`config.mk`:
```
export PLATFORM = sky130hd
export DESIGN_NAME = led_arbiter
export DESIGN_NICKNAME = d
export VERILOG_FILES = /design/src/rtl/led_arb_pkg.sv /design/src/rtl/rr_pick.sv /design/src/rtl/led_arbiter.sv
export SDC_FILE = /design/constraint.sdc
export NUM_CORES = 1
export LEC_CHECK = 0
export BUFFER_PORTS_ARGS = -buffer_cell sky130_fd_sc_hd__clkbuf_2
export CORE_AREA = 2 2 88 69
export CTS_BUF_LIST = sky130_fd_sc_hd__clkbuf_8
export CTS_CLUSTER_DIAMETER = 50
export DETAILED_ROUTE_END_ITERATION = 12
export DIE_AREA = 0 0 90 71
export PLACE_DENSITY = 0.75
export SYNTH_ARGS = -nofsm -noshare
export SYNTH_HDL_FRONTEND = slang
export SYNTH_SLANG_ARGS = --single-unit
```
`constraint.sdc`:
```
create_clock -name clk -period 3.2 [get_ports clk]
set_input_delay 0.48 -clock clk [delete_from_list [all_inputs] [get_ports clk]]
set_output_delay 0.48 -clock clk [all_outputs]
set_load 0.02 [all_outputs]
```
`src/rtl/led_arb_pkg.sv`:
```
// Shared types and constants for the LED bank arbiter.
// Used by led_arbiter and rr_pick.
package led_arb_pkg;

  localparam int N_REQ = 4;
  localparam int LED_W = 10;
  localparam int IDX_W = $clog2(N_REQ);

  typedef enum logic {
    IDLE,
    OWN
  } arb_state_t;

  // Converts a one-hot requester vector into its index; returns 0 for an all-zero input.
  function automatic logic [IDX_W-1:0] onehot_to_idx(input logic [N_REQ-1:0] oh);
    logic [IDX_W-1:0] idx;
    idx = '0;
    for (int i = 0; i < N_REQ; i++) begin
      if (oh[i]) idx = IDX_W'(i);
    end
    return idx;
  endfunction

endpackage

```
`src/rtl/rr_pick.sv`:
```
// Combinational round-robin picker.
// The search starts just after last_owner and wraps around, so the previous
// owner is considered last.
module rr_pick
  import led_arb_pkg::*;
(
  input  logic [N_REQ-1:0] req,
  input  logic [IDX_W-1:0] last_owner,
  output logic [N_REQ-1:0] winner
);

  logic [IDX_W-1:0] idx;

  // Scan from farthest to nearest so that the nearest set request overwrites the others.
  always_comb begin
    winner = '0;
    idx    = '0;
    for (int k = N_REQ; k >= 1; k--) begin
      idx = last_owner + IDX_W'(k);
      if (req[idx]) begin
        winner      = '0;
        winner[idx] = 1'b1;
      end
    end
  end

endmodule

```
`src/rtl/led_arbiter.sv`:
```
// Four-way arbiter for the board LED bank with a minimum hold time per owner.
// Optional macro LED_ARB_HEARTBEAT_EN: ledr[9] becomes a free-running heartbeat
// toggling every HOLD_CYC cycles, and owners/IDLE_PAT drive only ledr[8:0].
module led_arbiter
  import led_arb_pkg::*;
#(
  parameter int                HOLD_CYC = 25_000_000,
  parameter logic [LED_W-1:0]  IDLE_PAT = 10'h000
) (
  input  logic                   clk,
  input  logic                   rst_n,
  input  logic [N_REQ-1:0]       req,
  input  logic [N_REQ*LED_W-1:0] pat,
  output logic [N_REQ-1:0]       grant,
  output logic [LED_W-1:0]       ledr,
  output logic                   busy
);

  localparam int               CNT_W   = $clog2(HOLD_CYC);
  localparam logic [CNT_W-1:0] CNT_MAX = CNT_W'(HOLD_CYC - 1);

  arb_state_t       state_q, state_d;
  logic [N_REQ-1:0] grant_q, grant_d;
  logic [IDX_W-1:0] last_q, last_d;
  logic [CNT_W-1:0] cnt_q, cnt_d;
  logic [N_REQ-1:0] winner;
  logic [LED_W-1:0] owner_slice;

  // While owning, last_q always names the current owner, so it doubles as the owner index.
  assign owner_slice = pat[int'(last_q)*LED_W +: LED_W];

  rr_pick u_rr_pick (
    .req        (req),
    .last_owner (last_q),
    .winner     (winner)
  );

  // Arbitration state, current grant, last owner and hold counter.
  always_ff @(posedge clk or negedge rst_n) begin
    if (!rst_n) begin
      state_q <= IDLE;
      grant_q <= '0;
      last_q  <= IDX_W'(N_REQ - 1);
      cnt_q   <= '0;
    end else begin
      state_q <= state_d;
      grant_q <= grant_d;
      last_q  <= last_d;
      cnt_q   <= cnt_d;
    end
  end

  // Re-arbitrate when idle, when the owner lets go, or when its hold time has run out.
  always_comb begin
    state_d = state_q;
    grant_d = grant_q;
    last_d  = last_q;
    cnt_d   = cnt_q;
    case (state_q)
      IDLE: begin
        if (|req) begin
          state_d = OWN;
          grant_d = winner;
          last_d  = onehot_to_idx(winner);
          cnt_d   = '0;
        end
      end
      OWN: begin
        if (!req[last_q] || cnt_q == CNT_MAX) begin
          cnt_d = '0;
          if (|winner) begin
            grant_d = winner;
            last_d  = onehot_to_idx(winner);
          end else begin
            state_d = IDLE;
            grant_d = '0;
          end
        end else if (cnt_q != CNT_MAX) begin
          cnt_d = cnt_q + 1'b1;
        end
      end
      default: begin
        state_d = IDLE;
        grant_d = '0;
      end
    endcase
  end

  assign grant = grant_q;
  assign busy  = (state_q == OWN);

`ifdef LED_ARB_HEARTBEAT_EN
  logic [CNT_W-1:0] hb_cnt;
  logic             hb;
  logic [LED_W-2:0] led_q;
  logic             unused_owner_msb;

  assign unused_owner_msb = owner_slice[LED_W-1];

  // Free-running heartbeat, independent of arbitration state.
  always_ff @(posedge clk or negedge rst_n) begin
    if (!rst_n) begin
      hb_cnt <= '0;
      hb     <= 1'b0;
    end else if (hb_cnt == CNT_MAX) begin
      hb_cnt <= '0;
      hb     <= ~hb;
    end else begin
      hb_cnt <= hb_cnt + 1'b1;
    end
  end

  // Lower LED bits follow the owner's pattern, or the idle pattern when nobody owns the bank.
  always_ff @(posedge clk or negedge rst_n) begin
    if (!rst_n) begin
      led_q <= IDLE_PAT[LED_W-2:0];
    end else if (state_q == OWN) begin
      led_q <= owner_slice[LED_W-2:0];
    end else begin
      led_q <= IDLE_PAT[LED_W-2:0];
    end
  end

  assign ledr = {hb, led_q};
`else
  logic [LED_W-1:0] led_q;

  // All LED bits follow the owner's pattern, or the idle pattern when nobody owns the bank.
  always_ff @(posedge clk or negedge rst_n) begin
    if (!rst_n) begin
      led_q <= IDLE_PAT;
    end else if (state_q == OWN) begin
      led_q <= owner_slice;
    end else begin
      led_q <= IDLE_PAT;
    end
  end

  assign ledr = led_q;
`endif

endmodule

```
# Word level (Yosys, flattened, before mapping)
# Index checks and enable logic that the tools add are counted.
# totals
ff_bits	42
output_inout_bits	15
in_bits	46
word_cells	77
# classes
add_sub_neg	4
magnitude_cmp	8
n_reduce_logical	11
n_mux	40
mul	1
bitwise	1
n_eq_ne	6
shift	1
# ops
op	n
two-way mux 25 bit	3
case mux 25 bit (2 select lines)	1
indexed part select 40 x 7 -> 10 bit	1
two-way mux 4 bit	7
adder 25 x 1 -> 25 bit (second input constant)	1
== test 25 bit (second input constant)	1
!= test 25 bit (second input constant)	1
less-than comparator 2 x 3 -> 1 bit (second input constant)	4
two-way mux 1 bit	12
two-way mux 10 bit	1
two-way mux 2 bit	5
binary-select mux 1 bit (select 2 bit)	4
demux 1 bit (select 2 bit)	4
greater-or-equal comparator 2 x 1 -> 1 bit (second input constant)	4
case mux 4 bit (2 select lines)	1
OR reduction 4 bit	2
multiplier 2 x 3 -> 5 bit (second input constant)	1
adder 2 bit (second input constant)	2
logical AND 1 bit	4
!= test 2 x 1 -> 1 bit (second input constant)	2
case mux 2 bit (2 select lines)	1
AND reduction 2 bit	2
!= test 3 x 1 -> 1 bit (second input constant)	1
AND reduction 3 bit	1
6 further kinds	6

# Depth between registers and ports, before layout
# Gate-level depths: netlist of run 1.
# depth
word_depth	14
ltp_mapped	10
mapped_depth_nobuf	8

# By module
# From an unflattened synthesis of run 1, not the netlist that was laid out.
# unflattened
hier_cells	265
hier_area_um2	2677.6
# modules_own_cells
mod	seq_area_each_um2	area_per_inst_um2	instances	cells_each
led_arbiter	1053.5	2294.7	1	220
rr_pick	0.0	382.9	1	45

# Worst setup path before layout of run 1
# No wires, ideal clock.
# synth_timing
kind	reg-to-reg
startpoint	register last_q[1]
endpoint	register last_q[1]
t_required_ns	3.114
arrival_time_ns	2.978
stages_incl_launch_ff	11
synth_period_minus_slack_ns	3.064
slack_ns	0.136
cell_sequence	dfstp_2 > clkbuf_1 > buf_1 > inv_1 > ha_1 > mux4_2 > nand3b_1 > a211oi_1 > nor3_1 > o21ai_0 > o21ai_0
# synth_between
elab_chain_len	13
elab_cells_between_ends	47
# synth_rtl
item	line	rtl
start, declared	led_arbiter.sv:24	logic [IDX_W-1:0] last_q, last_d;
start signal, assigned	led_arbiter.sv:43	last_q <= IDX_W'(N_REQ - 1);
start signal, assigned	led_arbiter.sv:48	last_q <= last_d;
adder 2 bit, or another cell as far along	rr_pick.sv:19	idx = last_owner + IDX_W'(k);
less-than comparator 2 x 3 -> 1 bit (not written as such), or another cell as far along	rr_pick.sv:22	winner[idx] = 1'b1;
logical AND 1 bit (not written as such) / two-way mux 1 bit (equally long branches)	rr_pick.sv:22	
two-way mux 1 bit (not written as such) / demux 1 bit (select 2 bit) (equally long branches)	--	
demux 1 bit (select 2 bit) / two-way mux 4 bit (equally long branches)	--	
two-way mux 4 bit (3 in series)	rr_pick.sv:20	if (req[idx]) begin
two-way mux 2 bit (2 in series)	led_arb_pkg.sv:19	if (oh[i]) idx = IDX_W'(i);
two-way mux 2 bit	led_arbiter.sv:71	if (|winner) begin
two-way mux 2 bit	led_arbiter.sv:69	if (!req[last_q] || cnt_q == CNT_MAX) begin
case mux 2 bit (2 select lines)	led_arbiter.sv:59	case (state_q)
# Several ways; a longest one is shown, not always the timed one. The select of a mux whose other input is x is not followed.
# A chain may end at the register's enable or synchronous reset.

# Final worst setup path of run 1
# layout_timing
startpoint	register last_q[0]
endpoint	register last_q[1]
# Same word-level chain as after synthesis.

==> results of run 1 <==
==> state kept, by name, indices dropped and copies added (netlist names) <==
name and count:
busy 1, cnt_q 25, grant 4, last_q 2, ledr 10
==> kinds of logic (layout without fill, tap and decap cells) <==
| group | after synthesis | after routing | share of synthesized area (%) |
|---|---|---|---|
| mux | 20 | 20 | 14.50 |
| flops | 42 | 42 | 40.15 |
| compound gates | 80 | 80 | 19.17 |
| buf+inv | 21 | 76 | 3.529 |
| fa+ha+maj | 7 | 7 | 3.338 |
| simple gates | 92 | 92 | 18.98 |
| xor+xnor | 1 | 1 | 0.3339 |
==> cell usage after synthesis (all sizes together) (5+ instances only) <==
library cell	n
mux4	14
buf	7
and2	15
nand2	35
a31oi	8
a21oi	6
dfrtp	40
ha	7
inv	5
clkbuf	9
nor2	5
o21ai	39
and3	6
nand4	9
o31ai	9
==> routing by layer <==
layer | part of all wire, % | GRT usage [%] | up-vias
li1 | - | - | 1101
met1 | 44 | 29.85 | 1075
met2 | 49 | 34.75 | 55
met3 | 5.3 | 4.473 | 9
met4 | 1.6 | 8.205 | 0
met5 | 0 | 0 | -
==> worst max-delay path: cells and delay by family, from the launching register on <==
| family | cells | cell delay, ns |
|---|---|---|
| and+or+nand+nor | 2 | 0.32 |
| buffers and inverters | 1 | 0.08 |
| DFF | 1 | 0.54 |
| muxes | 1 | 0.59 |
| adders and majority gates | 1 | 0.41 |
| AOI/OAI and AO/OA | 3 | 0.63 |
==> power by group through the flow <==
stage	logic [W]	clock network, W	registers [W]
global route	0.00154	0.000435	0.000728
floorplan	0.000969	0	0.000844
global placement	0.00137	0	0.000727
detailed placement	0.00140	0	0.000729
finish	0.00140	0.000401	0.000718
CTS	0.00140	0.000411	0.000718
==> path summary, 6_finish.rpt <==
check | cells past startpoint | end | start | slack [ns]
max | 8 | last_q[1] | last_q[0] | 0.57
min | 1 | grant[1] | rst_n | 0.35
max reg2reg | 8 | last_q[1] | last_q[0] | 0.57
min reg2reg | 1 | cnt_q[24] | cnt_q[24] | 0.48
max in group asynchronous | 1 | cnt_q[10] | rst_n | 2.19
min in group clk | 1 | cnt_q[24] | cnt_q[24] | 0.48
==> layout make-up <==
type / instances / share of cell area, %
Inverter: 5 / 0.6093
Timing Repair Buffer: 63 / 10.48
Sequential cell: 42 / 34.20
Multi-Input combinational cell: 200 / 47.97
Tap cell: 78 / 3.168
Clock buffer: 8 / 3.574
==> per-stage QoR <==
step	area, µm²	hold slack (ns)
final	3080	0.3511
after global routing	3080	0.4689
after CTS	3080	0.3925
after detailed placement	2970	0.4692
after global placement	2970	0.4623
after floorplan	2624	0.1844
==> impl_metrics.yaml, run 1 <==
logic_synthesis:
  syn_nets: 316
  netlist_instances: 263
  synth_area_leaders: "dfrtp_1 38%, mux4_2 12%, o21ai_0 7.4%"
  syn_area_um2: 2624
  ys_seq_area_share_pct: 40.15
  async_reset_ff_share_pct: 100.0
  synth_cell_types: 43
  syn_avg_cell_area_um2: 9.976
  synth.top_cell.area_share_pct: 38.15
  synth_edf_count: 0
  ys_ff_latch: 42
  synthFlopType: "dfrtp_1"
  yosys.area.top_type: "dfrtp_1"
  yosysWarnings: 0
critical_path:
  startpoint_type: "flop"
  path_cells: "inv_1 > ha_1 > mux4_2 > nand3b_1 > a211oi_1 > nor3_1 > o21ai_0 > o21ai_0"
  slowest_stage: "mux4_2"
  end_kind: "flop"
  critical_path.most_common_cell: "o21ai_0"
  worstPathRequired_ns: 3.42
  critPathKind: "flop to flop"
  path_max_fanout: 5
  arrival_ns: 2.85
  max_stage_delay_ns: 0.59
sta:
  hold_viol: 0
  fmax_ghz: 0.3805
  grt_setup_unrepaired: "no"
  fin_tns_setup_ns: 0
  min_period_ns: 2.628
  period_share_pct: 82.13
  worst_slack_ns: 0.5719
  finalMaxSlewViolations: 0
  relSlewSlack_pct: 29.43
  setup_violations: 0
  fin_skew_ns: 0.002437
  tightest_slew_ns: 1.059
cts:
  cts_sinks: 42
  holdBufCountCts: 0
  cts.clk_slew.worst_paths_ns: 0.08
  post_cts_resized: 0
  numCtsBuffers: 5
  cts-htree-levels: 2
  clock_latency_ns: 0.30
  cts_root_buf: "clkbuf_8"
  post-cts-setup-buffers: 0
  clockBufferDepth: 2
  cts_tree: "done"
placed_design:
  dp_cells: 388
  post-dp-hpwl_um: 4569
  gp_congestion: 0.8870
  portBuffers: 60
  dp_slack_ns: 0.5889
power:
  power_frac_clock_pct: 15.9
  total_leakage_power_nw: 1.365
  p_total_w: 0.002521
  pwr-share-comb_pct: 55.6
  p_sw_w: 0.001030
  p_int_w: 0.001492
  ir_worst_vdd_mv: 0.6559
  p_per_area_nw_per_um2: 818.5
  p_sw_share_pct: 40.84
  power_frac_seq_pct: 28.5
finish:
  syn2layout_area_growth_pct: 17.41
  seq_area_um2: 1054
  layout-drive-gt1-share_pct: 29.56
  utilization_pct: 55.15
  final_common_cell: "clkbuf_2"
  diodes: 0
  nets: 370
  fill_cells: 507
  final_cell_mix: "60 x clkbuf_2, 40 x dfrtp_1, 39 x o21ai_0"
  multi_input_area_um2: 1478
  instances_no_fill: 396
global_routing:
  gr-total-overflow: 0
  grt_max_degree: 43
  grt_pass1_vias: 2192
  grt_pass1_wl_um: 11030
  antenna_found_initial: 0
  grt_use_total_pct: 21.79
floorplanning:
  io_pins: 61
  dieArea_um2: 6390
  row_count: 24
  die_w_um: 90
  initial_core_util_pct: 46.98
  die_h_um: 71
  core_um2: 5585
route:
  drc: 0
  ant_nets: 0
  viasPerCell: 5.657
  routed_wl_um: 6403
  drt_iter0_markers: 114
  dr_total_vias: 2240
  first_pass_iters: 5
  wl_per_cell_um: 16.17
hold_path:
  worstHoldPathType: "primary input to asynchronous set/reset pin"
flow_run:
  maxCapViolCount: 0
outcome:
  outcome: "finished, final reports clean"
(Power assumes the default switching activity.)
==> run 2, diff against run 1 <==
--- a/config.mk
+++ b/config.mk
@@ -5,13 +5,14 @@
 export SDC_FILE = /design/constraint.sdc
 export NUM_CORES = 1
 export LEC_CHECK = 0
+export ABC_AREA = 1
 export BUFFER_PORTS_ARGS = -buffer_cell sky130_fd_sc_hd__clkbuf_2
-export CORE_AREA = 2 2 88 69
+export CORE_AREA = 2 2 93 72
 export CTS_BUF_LIST = sky130_fd_sc_hd__clkbuf_8
 export CTS_CLUSTER_DIAMETER = 50
 export DETAILED_ROUTE_END_ITERATION = 12
-export DIE_AREA = 0 0 90 71
-export PLACE_DENSITY = 0.75
+export DIE_AREA = 0 0 95 74
+export PLACE_DENSITY = 0.74
 export SYNTH_ARGS = -nofsm -noshare
 export SYNTH_HDL_FRONTEND = slang
 export SYNTH_SLANG_ARGS = --single-unit
==> constraint.sdc (replaced) <==
create_clock -name clk -period 2.4 [get_ports clk]
set_input_delay 0.36 -clock clk [delete_from_list [all_inputs] [get_ports clk]]
set_output_delay 0.36 -clock clk [all_outputs]
set_load 0.02 [all_outputs]
==> impl_metrics.yaml, run 2 <==
outcome:
  outcome: "finished, final reports clean"
sta:
  relSlewSlack_pct: 64.03
  fmax_ghz: 0.4646
  tightest_slew_ns: 0.5396
  min_period_ns: 2.152
  period_share_pct: 89.68
  grt_setup_unrepaired: "no"
  setup_violations: 0
  hold_viol: 0
  fin_skew_ns: 0.007808
  finalMaxSlewViolations: 0
  fin_tns_setup_ns: 0
  whs_ns: 0.1175
floorplanning:
  core_um2: 6162
  io_pins: 61
  die_h_um: 74
  dieArea_um2: 7030
  initial_core_util_pct: 47.51
  row_count: 25
  die_w_um: 95
cts:
  numCtsBuffers: 5
  clock_latency_ns: 0.29
  cts.clk_slew.worst_paths_ns: 0.08
  post-cts-setup-buffers: 0
  cts_root_buf: "clkbuf_8"
  cts-htree-levels: 2
  cts_tree: "done"
  post_cts_resized: 0
  holdBufCountCts: 0
  cts_sinks: 42
  clockBufferDepth: 2
route:
  dr_total_vias: 2954
  viasPerCell: 5.342
  drt_iter0_markers: 188
  drc: 0
  routed_wl_um: 7110
  ant_nets: 0
  first_pass_iters: 5
  wl_per_cell_um: 12.86
logic_synthesis:
  syn_avg_cell_area_um2: 7.141
  synth-compound-area-share_pct: 13.08
  synthTopCellsByCount: "83 x nand2_1, 59 x nor2_1, 42 x inv_1"
  synth-adder-area-share_pct: 2.991
  synth_edf_count: 0
  syn_nets: 463
  ys_seq_area_share_pct: 35.98
  yosys.area.top_type: "dfrtp_1"
  ys_ff_latch: 42
  netlist_instances: 410
  synthFlopType: "dfrtp_1"
  synth_top_family_by_area: "simple AND/OR/NAND/NOR gates"
  async_reset_ff_share_pct: 100.0
  synth.most_common_cell: "nand2_1"
  synth_xor_area_share_pct: 2.393
  yosysWarnings: 0
  synth_mux_area_share_pct: 0
  synth.top_cell.area_share_pct: 34.19
  synthSimpleGateAreaFrac_pct: 36.62
  synth_cell_types: 36
  synth_area_leaders: "dfrtp_1 34%, nand2_1 11%, nor2_1 7.6%"
  syn_area_um2: 2928
finish:
  final_common_cell: "nand2_1"
  utilization_pct: 55.37
  largest_register_ffs: 25
  nets: 524
  final_cell_mix: "83 x nand2_1, 60 x clkbuf_2, 59 x nor2_1"
  layout-drive-gt1-share_pct: 25.21
  diodes: 0
  fin_area_um2: 3412
  syn2layout_area_growth_pct: 16.54
  top_register: "cnt_q"
  fill_cells: 568
flow_run:
  maxCapViolCount: 0
power:
  ir_worst_vdd_mv: 0.5660
  p_total_w: 0.003725
  p_per_area_nw_per_um2: 1092
  total_leakage_power_nw: 1.628
hold_path:
  worstHoldPathType: "primary input to asynchronous set/reset pin"
critical_path:
  slowest_stage: "dfstp_2"
  max_stage_delay_ns: 0.57
  arrival_ns: 2.36
  path_cells: "buf_4 > nand2_1 > nand2_1 > nand2_1 > nand2_2 > nand2_2 > nor2_4 > buf_4 > nand2_1 > o22ai_1"
  critPathKind: "flop to flop"
  path_max_fanout: 29
  end_kind: "flop"
  crit_family: "simple AND/OR/NAND/NOR gates"
  critical_path.most_common_cell: "nand2_1"
  critical_path_buf_inv_count: 2
  startpoint_type: "flop"
  worstPathRequired_ns: 2.60
global_routing:
  grt_use_total_pct: 21.07
  grt_pass1_vias: 2648
  grt_pass1_wl_um: 11900
  grt_max_degree: 43
  antenna_found_initial: 0
  gr-total-overflow: 0
placed_design:
  post-dp-hpwl_um: 5371
  dpl-instance-area_um2: 3306
  gp_congestion: 0.8740
  portBuffers: 60
[run 2: cell types whose count changed after synthesis, sizes merged, moves of 6 or more]
cell   previous run  this run
nand2            35        98
nor2              5        67
inv               5        49
nand3             4        32
and2             15         0
mux4             14         0
o31ai             9         0
o22ai             4        12
a21oi             6        13
a31oi             8         1
xor2              1         8
and3              6         0
nor3              2         8
[run 2: final cells by class]
cell class	count	area, µm²	area share (%)
inverter	50	192.7	5.647
multi-input combinational	306	1613	47.27
clock buffer	5	68.82	2.017
timing repair buffer	66	345.3	10.12
sequential	42	1054	30.88
tap	81	101.3	2.970
clock inverter	3	37.54	1.100
[run 2: where the power goes]
| group | internal [W] | switching (W) | total (W) |
|---|---|---|---|
| combinational | 0.000734 | 0.00147 | 0.00220 |
| sequential | 0.000890 | 0.0000864 | 0.000976 |
| clock | 0.000303 | 0.000246 | 0.000549 |
| total | 0.00193 | 0.00180 | 0.00372 |
[run 2: routing by layer]
metal / GRT usage [%] / vias to the layer above / part of all wire (%)
met5: 0 / - / 0
met4: 3.704 / 0 / 0.53
met3: 4.559 / 6 / 7.2
met2: 33.57 / 118 / 45
met1: 30.23 / 1370 / 47
li1: - / 1460 / -
[run 2: worst paths after layout]
path	slack [ns]	to	from	cells past startpoint
max	0.25	cnt_q[18]	last_q[0]	10
min	0.12	cnt_q[4]	rst_n	2
max reg2reg	0.25	cnt_q[18]	last_q[0]	10
min reg2reg	0.52	grant[0]	grant[0]	2
max in group asynchronous	1.88	last_q[0]	rst_n	2
min in group clk	0.36	ledr[7]	pat[37]	3
[run 2: kinds of logic after synthesis]
group	count (synthesis)
AND/OR/NAND/NOR	223
AO/OA/AOI/OAI	68
buffers and inverters	62
flip-flops	42
XOR/XNOR	8
adder cells (fa/ha/maj)	7
[run 2: metrics by stage]
step / cells / setup slack (ns)
floorplan: 410 / 0.1347
global route: 553 / 0.04243
CTS: 553 / 0.2477
finish: 553 / 0.2478
detailed placement: 545 / 0.2940
global placement: 545 / 0.3457
